[config.mk]
export PLATFORM = sky130hd
export DESIGN_NAME = ring_osc_meter
export DESIGN_NICKNAME = d
export VERILOG_FILES = /design/src/rtl/ring_osc_meter.sv
export SDC_FILE = /design/constraint.sdc
export NUM_CORES = 1
export LEC_CHECK = 0
export BUFFER_PORTS_ARGS = -buffer_cell sky130_fd_sc_hd__buf_2
export CAP_MARGIN = 20
export CORE_ASPECT_RATIO = 0.6
export CORE_UTILIZATION = 55
export CTS_BUF_LIST = sky130_fd_sc_hd__clkbuf_4 sky130_fd_sc_hd__clkbuf_8
export CTS_CLUSTER_SIZE = 20
export DETAILED_ROUTE_END_ITERATION = 12
export PLACE_DENSITY_LB_ADDON = 0.3
export SYNTH_ARGS = -nofsm -noshare
export SYNTH_HDL_FRONTEND = slang
export SYNTH_SLANG_ARGS = --single-unit
[constraint.sdc]
create_clock -name clk -period 1.7 [get_ports clk]
set_input_delay 0.255 -clock clk [delete_from_list [all_inputs] [get_ports clk]]
set_output_delay 0.255 -clock clk [all_outputs]
set_load 0.01 [all_outputs]
[src/rtl/ring_osc_meter.sv]
// Ring oscillator frequency meter: synchronizes osc_in, counts its rising edges
// over a GATE_CYCLES-long window and reports the saturating count with a valid strobe.
module ring_osc_meter #(
    parameter int GATE_CYCLES = 1024,
    parameter int CNT_W       = 16,
    parameter int SYNC_STAGES = 2
) (
    input  logic             clk,
    input  logic             rst,
    input  logic             osc_in,
    input  logic             start,
    input  logic             continuous,
    output logic [CNT_W-1:0] count,
    output logic             valid,
    output logic             busy,
    output logic             overflow
);
    localparam int GW = $clog2(GATE_CYCLES);
    localparam logic [GW-1:0]    GATE_LAST = GW'(GATE_CYCLES - 1);
    localparam logic [CNT_W-1:0] CNT_MAX   = '1;

    typedef enum logic [1:0] {IDLE = 2'd0, GATE = 2'd1, DONE = 2'd2} state_t;

    state_t                 state_q, state_d;
    logic [SYNC_STAGES-1:0] sync_q, sync_d;
    logic                   hist_q, hist_d;
    logic [GW-1:0]          gate_cnt_q, gate_cnt_d;
    logic [CNT_W-1:0]       edge_cnt_q, edge_cnt_d;
    logic                   sat_q, sat_d;
    logic [CNT_W-1:0]       count_q, count_d;
    logic                   valid_q, valid_d;
    logic                   busy_q, busy_d;
    logic                   overflow_q, overflow_d;
    logic                   osc_edge;
    logic                   arm;

    always_comb begin
        sync_d     = {sync_q[SYNC_STAGES-2:0], osc_in};
        hist_d     = sync_q[SYNC_STAGES-1];
        osc_edge   = sync_q[SYNC_STAGES-1] & ~hist_q;
        state_d    = state_q;
        gate_cnt_d = gate_cnt_q;
        edge_cnt_d = edge_cnt_q;
        sat_d      = sat_q;
        count_d    = count_q;
        valid_d    = 1'b0;
        busy_d     = busy_q;
        overflow_d = overflow_q;
        arm        = 1'b0;

        case (state_q)
            IDLE: arm = start | continuous;
            GATE: begin
                gate_cnt_d = gate_cnt_q + GW'(1);
                if (osc_edge) begin
                    if (edge_cnt_q == CNT_MAX) sat_d = 1'b1;
                    else                       edge_cnt_d = edge_cnt_q + CNT_W'(1);
                end
                // The final-cycle edge is folded into the published result here.
                if (gate_cnt_q == GATE_LAST) begin
                    state_d    = DONE;
                    valid_d    = 1'b1;
                    count_d    = edge_cnt_d;
                    overflow_d = sat_d;
                end
            end
            DONE: begin
                arm = continuous;
                if (!continuous) begin
                    state_d = IDLE;
                    busy_d  = 1'b0;
                end
            end
            default: begin
                state_d = IDLE;
                busy_d  = 1'b0;
            end
        endcase

        if (arm) begin
            state_d    = GATE;
            busy_d     = 1'b1;
            gate_cnt_d = '0;
            edge_cnt_d = '0;
            sat_d      = 1'b0;
        end
    end

    always_ff @(posedge clk or posedge rst) begin
        if (rst) begin
            state_q    <= IDLE;
            sync_q     <= '0;
            hist_q     <= 1'b0;
            gate_cnt_q <= '0;
            edge_cnt_q <= '0;
            sat_q      <= 1'b0;
            count_q    <= '0;
            valid_q    <= 1'b0;
            busy_q     <= 1'b0;
            overflow_q <= 1'b0;
        end else begin
            state_q    <= state_d;
            sync_q     <= sync_d;
            hist_q     <= hist_d;
            gate_cnt_q <= gate_cnt_d;
            edge_cnt_q <= edge_cnt_d;
            sat_q      <= sat_d;
            count_q    <= count_d;
            valid_q    <= valid_d;
            busy_q     <= busy_d;
            overflow_q <= overflow_d;
        end
    end

    assign count    = count_q;
    assign valid    = valid_q;
    assign busy     = busy_q;
    assign overflow = overflow_q;
endmodule

* Yosys cells after proc, flatten, opt, wreduce, memory -nomap -nowiden
Cells that the tools add are included.
Storage, ports and cells: logic and storage cells 49, input bits 5, output and inout port bits 19, register bits after elaboration 51
Cells by class: muxes and demuxes 20, equal/unequal tests 8, add/sub/neg operators 2, reduce and logical (&&, ||, !) cells 6, bitwise gates (word level) 3
Operator list (number):
- $mux W16 | 4
- $mux W10 | 2
- $add A16 B1 Y16 const B | 1
- $eq A16 B16 Y1 const B | 1
- $add A10 B1 Y10 const B | 1
- $eq A10 B10 Y1 const B | 1
- $mux W1 | 8
- $mux W2 | 3
- $ne A3 B3 Y1 const B | 2
- $pmux W2 S3 | 1
- $pmux W1 S2 | 2
- $reduce_and A2 Y1 | 2
- $reduce_and A3 Y1 | 1
- $eq A2 B1 Y1 const B | 1
- $eq A2 B2 Y1 const B | 1
- $logic_not A2 Y1 | 1
- $ne A2 B1 Y1 const B | 1
- $ne A2 B2 Y1 const B | 1
- $reduce_bool A2 Y1 | 1
- $reduce_or A2 Y1 | 1
- $and A1 B1 Y1 | 1
- $not A1 Y1 | 1
- $or A1 B1 Y1 | 1

* Logic depth before layout (Yosys ltp)
Gate-level depths: netlist of run 1.
word-level depth 5, depth in mapped cells 7

* Worst setup path before layout of run 1
Ideal clock, no wire load.
path kind flip-flop to flip-flop, from register edge_cnt_q[0], to register count_q[9] (netlist: count[9]), clock period less this slack 1761 ps, library setup time 127 ps, data arrival time 1634 ps, path slack -61 ps, stages on the path, launching flop included 7, cell sequence dfrtp_1 ha_1 nand3_4 or4_4 nand4_1 xor2_1 a21oi_1
On the way: word-level cells in the longest chain between the ends 3, elaborated cells between the ends (all ways) 4, classes of those cells add/sub (1); eq/ne (1); mux (2)
Ends and longest elaborated chain:
- from (decl) | RTL line 28 | logic [CNT_W-1:0] edge_cnt_q, edge_cnt_d;
- from (signal assigned) | RTL line 106 | edge_cnt_q <= edge_cnt_d;
- $add A16 B1 Y16 or $eq A16 B16 Y1 (tied branches) | RTL line 57, 56
- $mux W16 * | RTL line 56 | if (edge_cnt_q == CNT_MAX) sat_d = 1'b1;
- $mux W16 * | RTL line 55 | if (osc_edge) begin
- to (signal assigned) | RTL line 108 | count_q <= count_d;
- to (decl) | RTL line 30 | logic [CNT_W-1:0] count_q, count_d;
Mark *: on every way between the ends. The rest lies on a longest branch, timed or not. A chain may end at the register's enable or synchronous reset.

* Worst setup path in the final report of run 1
from register edge_cnt_q[14], to register count_q[9] (netlist: count[9])
On the way: word-level cells in the longest chain between the ends 3
Ends and longest elaborated chain (RTL line):
- $eq A16 B16 Y1 | 56
- $mux W16 | 56
- $mux W16 | 55
No other way between the ends.

==> results of run 1 <==
## power breakdown
part | switching [uW] | leakage (uW) | internal, uW
combinational | 746 | 0.000830 | 660
clock | 397 | 0.0000505 | 371
sequential | 249 | 0.000631 | 1470
## cell type report
class                   instances  share of cell area
multi-input cells             189               0.392
well taps                      60              0.0228
inverters                       9              0.0102
repair buffers                 74               0.157
clock buffers                   7              0.0292
flip-flops and latches         51               0.387
clock inverters                 1             0.00228
## metal layers
metal / vias up / share of wire / GRT usage
met4: 0 / 0.017 / 0.0538
met3: 18 / 0.068 / 0.0478
met2: 108 / 0.44 / 0.420
met1: 1090 / 0.47 / 0.347
met5: - / 0 / 0
li1: 1061 / - / -
## synth_stat cells (3+ instances only)
cell and count:
dfrtp_1 51, nor2_1 35, a21oi_1 21, nand2_1 16
o21ai_0 12, xnor2_1 12, inv_1 9, nand3_1 8
nand4_1 8, xor2_1 8, nor3_1 7, a31oi_1 6
clkbuf_1 6, nor4_1 6, buf_2 5, mux2i_1 4
nand2b_1 4, a21o_1 3, clkbuf_2 3
## worst register-to-register path: cells and delay by family (launching register included)
family | cells | cell delay [ns]
xor+xnor | 1 | 0.16
flops | 1 | 0.38
simple gates | 3 | 1.04
compound gates | 1 | 0.08
## path summary, 6_finish.rpt
check | start | to | slack [ns] | cells past startpoint
setup / recovery | edge_cnt_q[14] | count[9] | -0.07 | 5
hold / removal | osc_in | sync_q[0] | 0.06 | 1
setup reg to reg | edge_cnt_q[14] | count[9] | -0.07 | 5
hold reg to reg | sync_q[0] | sync_q[1] | 0.35 | 0
max in group asynchronous | rst | count[13] | 0.70 | 4
min in group asynchronous | rst | count[4] | 0.48 | 3
## sequential cells by signal, summed over array words and instances, names as in the netlist
signal      cells
overflow        1
edge_cnt_q     16
valid           1
sync_q          2
sat_q           1
busy            1
count          16
hist_q          1
state_q         2
gate_cnt_q     10
## cells by family after synthesis
group           share of synthesized area
buf+inv                            0.0474
simple gates                        0.231
flops                               0.493
xor+xnor                           0.0677
fa+ha+maj                         0.00967
mux                                0.0198
compound gates                      0.131
## repair_timing
action                                  CTS  global route
gates resized for setup                   2            24
endpoints found under the setup margin   20            34
gates cloned                              0             1
endpoints found under the hold margin    18             0
buffers inserted                          6            11
hold buffers                              1             0
pin swaps                                 1            22
## through the flow
stage / util / setup slack, ns / cells
floorplan: - / 0.00273 / 266
global placement: 0.686 / -0.0290 / 365
detailed placement: 0.686 / -0.140 / 365
CTS: 0.725 / -0.0304 / 380
global route: 0.766 / -0.154 / 391
finish: 0.766 / -0.0699 / 391
==> impl_metrics.ini, run 1 <==
[synthesis]
synth_area_um2 = 2590
syn_nets = 273
synthCells = 266
synth-async-reset-ratio = 1.00
synth-edff-count = 0
synth.yosys.seq_area_share = 0.493
ys_ff_latch = 51
synth_top_area_share = 0.493
yosys.area.top_type = dfrtp_1
yosysWarnings = 0
synth_cell_type_count = 49
ys.flop_type = dfrtp_1
synthTopCellsByArea = dfrtp_1, nor2_1, a21oi_1
syn-mean-instance-area_um2 = 9.72

[sta]
fin_crit_sh = 1.04
period_needed_ns = 1.77
fmax_mhz = 565
fin_skew_ns = 0.0120
setup_viol = 12
worst_pin_slew_ns = 0.500
hold_slack_ns = 0.0575
hold_viol_final = 0
slew_viol_final = 0
rsz0062_at_grt = yes
tns_ns = -0.381
setup_slack_ns = -0.0699
relSlewSlack = 0.665

[worst_setup_path]
max_stage_delay_ns = 0.61
slowest_stage = or4_4
path_buf_inv = 0
worstSetupPathType = reg2reg
worstSetupEndpointType = flip-flop
critPathLaunchType = flip-flop
crit_top_cell = nand4_1
crit_required_ns = 1.90
crit_family = simple AND/OR/NAND/NOR gates
path_cells = nand4_1 > or4_4 > nand4_1 > xor2_1 > a21oi_1
crit_arrival_ns = 1.97
crit_fanout = 4

[clocking]
clock-sinks = 51
h-tree-depth = 2
clkLatencyLatePin_ns = 0.30
cts_tree = done
root_buffer = clkbuf_8
clk_path_buf_depth = 2
cts_buffers = 5
clk_pin_slew_ns = 0.10

[floorplan]
core_um2 = 4300
start_util = 0.601
pin_count = 24
fp.dieW_um = 90.5
die-height_um = 55.1
num_rows = 18
die_area_um2 = 4990

[grt]
antenna_found_initial = 0
grt_usage = 0.250
grt.overflow.total = 0
grt_pass1_vias = 1997
grt_max_degree = 34
grt_pass1_wl_um = 9520

[pwr]
p_total_uw = 3890
leakage_uw = 0.00151
p_per_area_nw_per_um2 = 1180
ir_drop_uv = 724

[finish]
drive_gt1_frac = 0.332
multi_input_area_um2 = 1290
stdcell_area_um2 = 3300
final_common_cell = dfrtp_1
diodes = 0
filler_cell_count = 293
nets = 337
seq_area_um2 = 1280
area_growth_syn_to_layout_pct = 27.5
final_cell_mix = dfrtp_1, buf_4, nor2_1, buf_2, a21oi_1

[outcome]
violations = setup timing
status = finished with violations

[route]
drc = 0
drt_iter0_markers = 211
drt_pass1_iterations = 5
wl_per_cell_um = 16.2
via_per_inst = 5.82
routed_wl_um = 6350
vias = 2277
ant_nets = 0

[hold_path]
min_path_type = in2reg

[place]
dpl.hpwl_um = 3990
gp_congestion = 0.895
io_buffers = 23
dpl_cell_area_um2 = 2950

[job]
max_cap_viol_count = 0
Power figures use the tool's default switching activity.
==> inputs of run 2 (changes only) <==
BUFFER_PORTS_ARGS = unset   (was -buffer_cell sky130_fd_sc_hd__buf_2)
CORE_UTILIZATION = 35   (was 55)
DONT_BUFFER_PORTS = 1   (was unset)
clock period = 1.9 ns   (was 1.7 ns; I/O delays follow)
==> run 2 against run 1 <==
Net effect:
- utilization down 34 points
- count of clock-buffer cells in the layout down 1
- via count down 14%
- setup slack better by 0.11 ns
- die area up 55%
- clock skew up 0.00052 ns
- maximum frequency down 4.9%
- the flow now finishes without violations
- wire length down 8.7%
- global-route usage down 8.4 points
==> impl_metrics.ini, run 2 (synthesis results as in run 1) <==
[outcome]
status = completed

[route]
drt_iter0_markers = 117
via_per_inst = 5.25
routed_wl_um = 5800
drc = 0
ant_nets = 0
drt_pass1_iterations = 4
wl_per_cell_um = 15.5
vias = 1957

[finish]
nets = 292
drive_gt1_frac = 0.199
area_growth_syn_to_layout_pct = 14.6
final_common_cell = dfrtp_1
final_cell_mix = dfrtp_1, nor2_1, buf_4, a21oi_1, nand2_1
fin_util = 0.429
diodes = 0

[grt]
grt_max_degree = 33
antenna_found_initial = 0
grt_pass1_vias = 1844
grt_usage = 0.167
grt.overflow.total = 0
grt_pass1_wl_um = 9710

[pwr]
leakage_uw = 0.00125
p_comb_frac = 0.311
netSwitchingPower_uw = 1140
p_sw_frac = 0.358
ir_drop_uv = 426
clockPowerShare = 0.205
seqPwrFrac = 0.484
intPower_uw = 2040
p_per_area_nw_per_um2 = 1070

[worst_setup_path]
critPathLaunchType = flip-flop
worstSetupPathType = reg2reg
max_stage_delay_ns = 0.57
crit_fanout = 6
worstSetupEndpointType = flip-flop
slowest_stage = or4_4
path_cells = ha_2 > nand3_4 > or4_4 > nand4_1 > xor2_1 > a21oi_1
crit_required_ns = 2.11
crit_arrival_ns = 2.07

[clocking]
clk_path_buf_depth = 2
clock-sinks = 51
cts_buffers = 5
cts_tree = done
root_buffer = clkbuf_8
h-tree-depth = 2
clkLatencyLatePin_ns = 0.31
clk_pin_slew_ns = 0.10

[floorplan]
num_rows = 23
core_um2 = 6910
pin_count = 24
die-height_um = 68.6
fp.dieW_um = 113
start_util = 0.374
die_area_um2 = 7750

[hold_path]
min_path_type = reg2reg

[place]
dpl.hpwl_um = 4050
io_buffers = 0
gp_congestion = 0.832

[sta]
period_needed_ns = 1.86
tns_ns = 0
fmax_mhz = 537
fin_crit_sh = 0.980
hold_viol_final = 0
relSlewSlack = 0.650
setup_viol = 0
rsz0062_at_grt = yes
slew_viol_final = 0
fin_skew_ns = 0.0125
worst_pin_slew_ns = 0.523

[job]
max_cap_viol_count = 0
run 2: cell types whose count changed in the layout (fill, tap and decap cells not counted), sizes merged:
cell,delta
buf,-45
clkbuf,-2
clkinv,+1
dlygate4sd3,+1
run 2: final cells by class:
class                   instances  area, um2
clock buffers                   6       76.3
clock inverters                 2       12.5
fillers                       681       3940
inverters                       9       33.8
multi-input cells             189       1220
flip-flops and latches         51       1280
well taps                      87        109
repair buffers                 29        239
run 2: final timing paths:
check | from | to | slack, ns | cells past startpoint
min in group asynchronous | rst | count[0] | 0.43 | 2
min | sync_q[0] | sync_q[1] | 0.36 | 0
max reg2reg | edge_cnt_q[1] | count[9] | 0.04 | 6
max in group asynchronous | rst | edge_cnt_q[14] | 0.93 | 3
max | edge_cnt_q[1] | count[9] | 0.04 | 6
min reg2reg | sync_q[0] | sync_q[1] | 0.36 | 0
run 2: what timing repair did:
item                       CTS  global route
hold endpoints to repair    20             0
hold buffers                 2             0
setup endpoints to repair    2            17
setup buffers                0             2
pin swaps                    0             2
gates resized for setup      1             7
run 2: power by group through the flow:
stage	Sequential, uW	Clock, uW	Combinational [uW]
after detailed placement	1550	0	939
after CTS	1530	669	947
after global placement	1550	0	929
after global routing	1570	728	1120
final	1540	651	987
after floorplan	1510	0	689
run 2: worst max-delay path, delay by kind of cell, from the launching register on:
kind / cells / cell delay [ns]
adders and majority gates: 1 / 0.24
AOI/OAI and AO/OA: 1 / 0.08
DFF: 1 / 0.41
and+or+nand+nor: 3 / 0.86
xor gates and xnor gates: 1 / 0.16
run 2: per-stage QoR:
stage	hold slack (ns)	power, uW	instances	setup slack [ns]	cell area [um2]
3_5_place_dp	0.210	2490	361	-0.00557	2810
6_report	0.355	3170	373	0.0389	2960
3_3_place_gp	0.205	2470	361	0.102	2810
4_1_cts	0.358	3150	371	0.0283	2920
5_1_grt	0.380	3410	373	-0.0295	2960
2_1_floorplan	0.316	2200	266	0.139	2590
run 2: per-layer routing:
| metal | wire [um] | vias up | GRT usage |
|---|---|---|---|
| met5 | 0 | - | 0 |
| met3 | 249 | 7 | 0.0455 |
| met1 | 3220 | 941 | 0.253 |
| met4 | 46 | 0 | 0.0395 |
| li1 | - | 976 | - |
| met2 | 2280 | 33 | 0.230 |
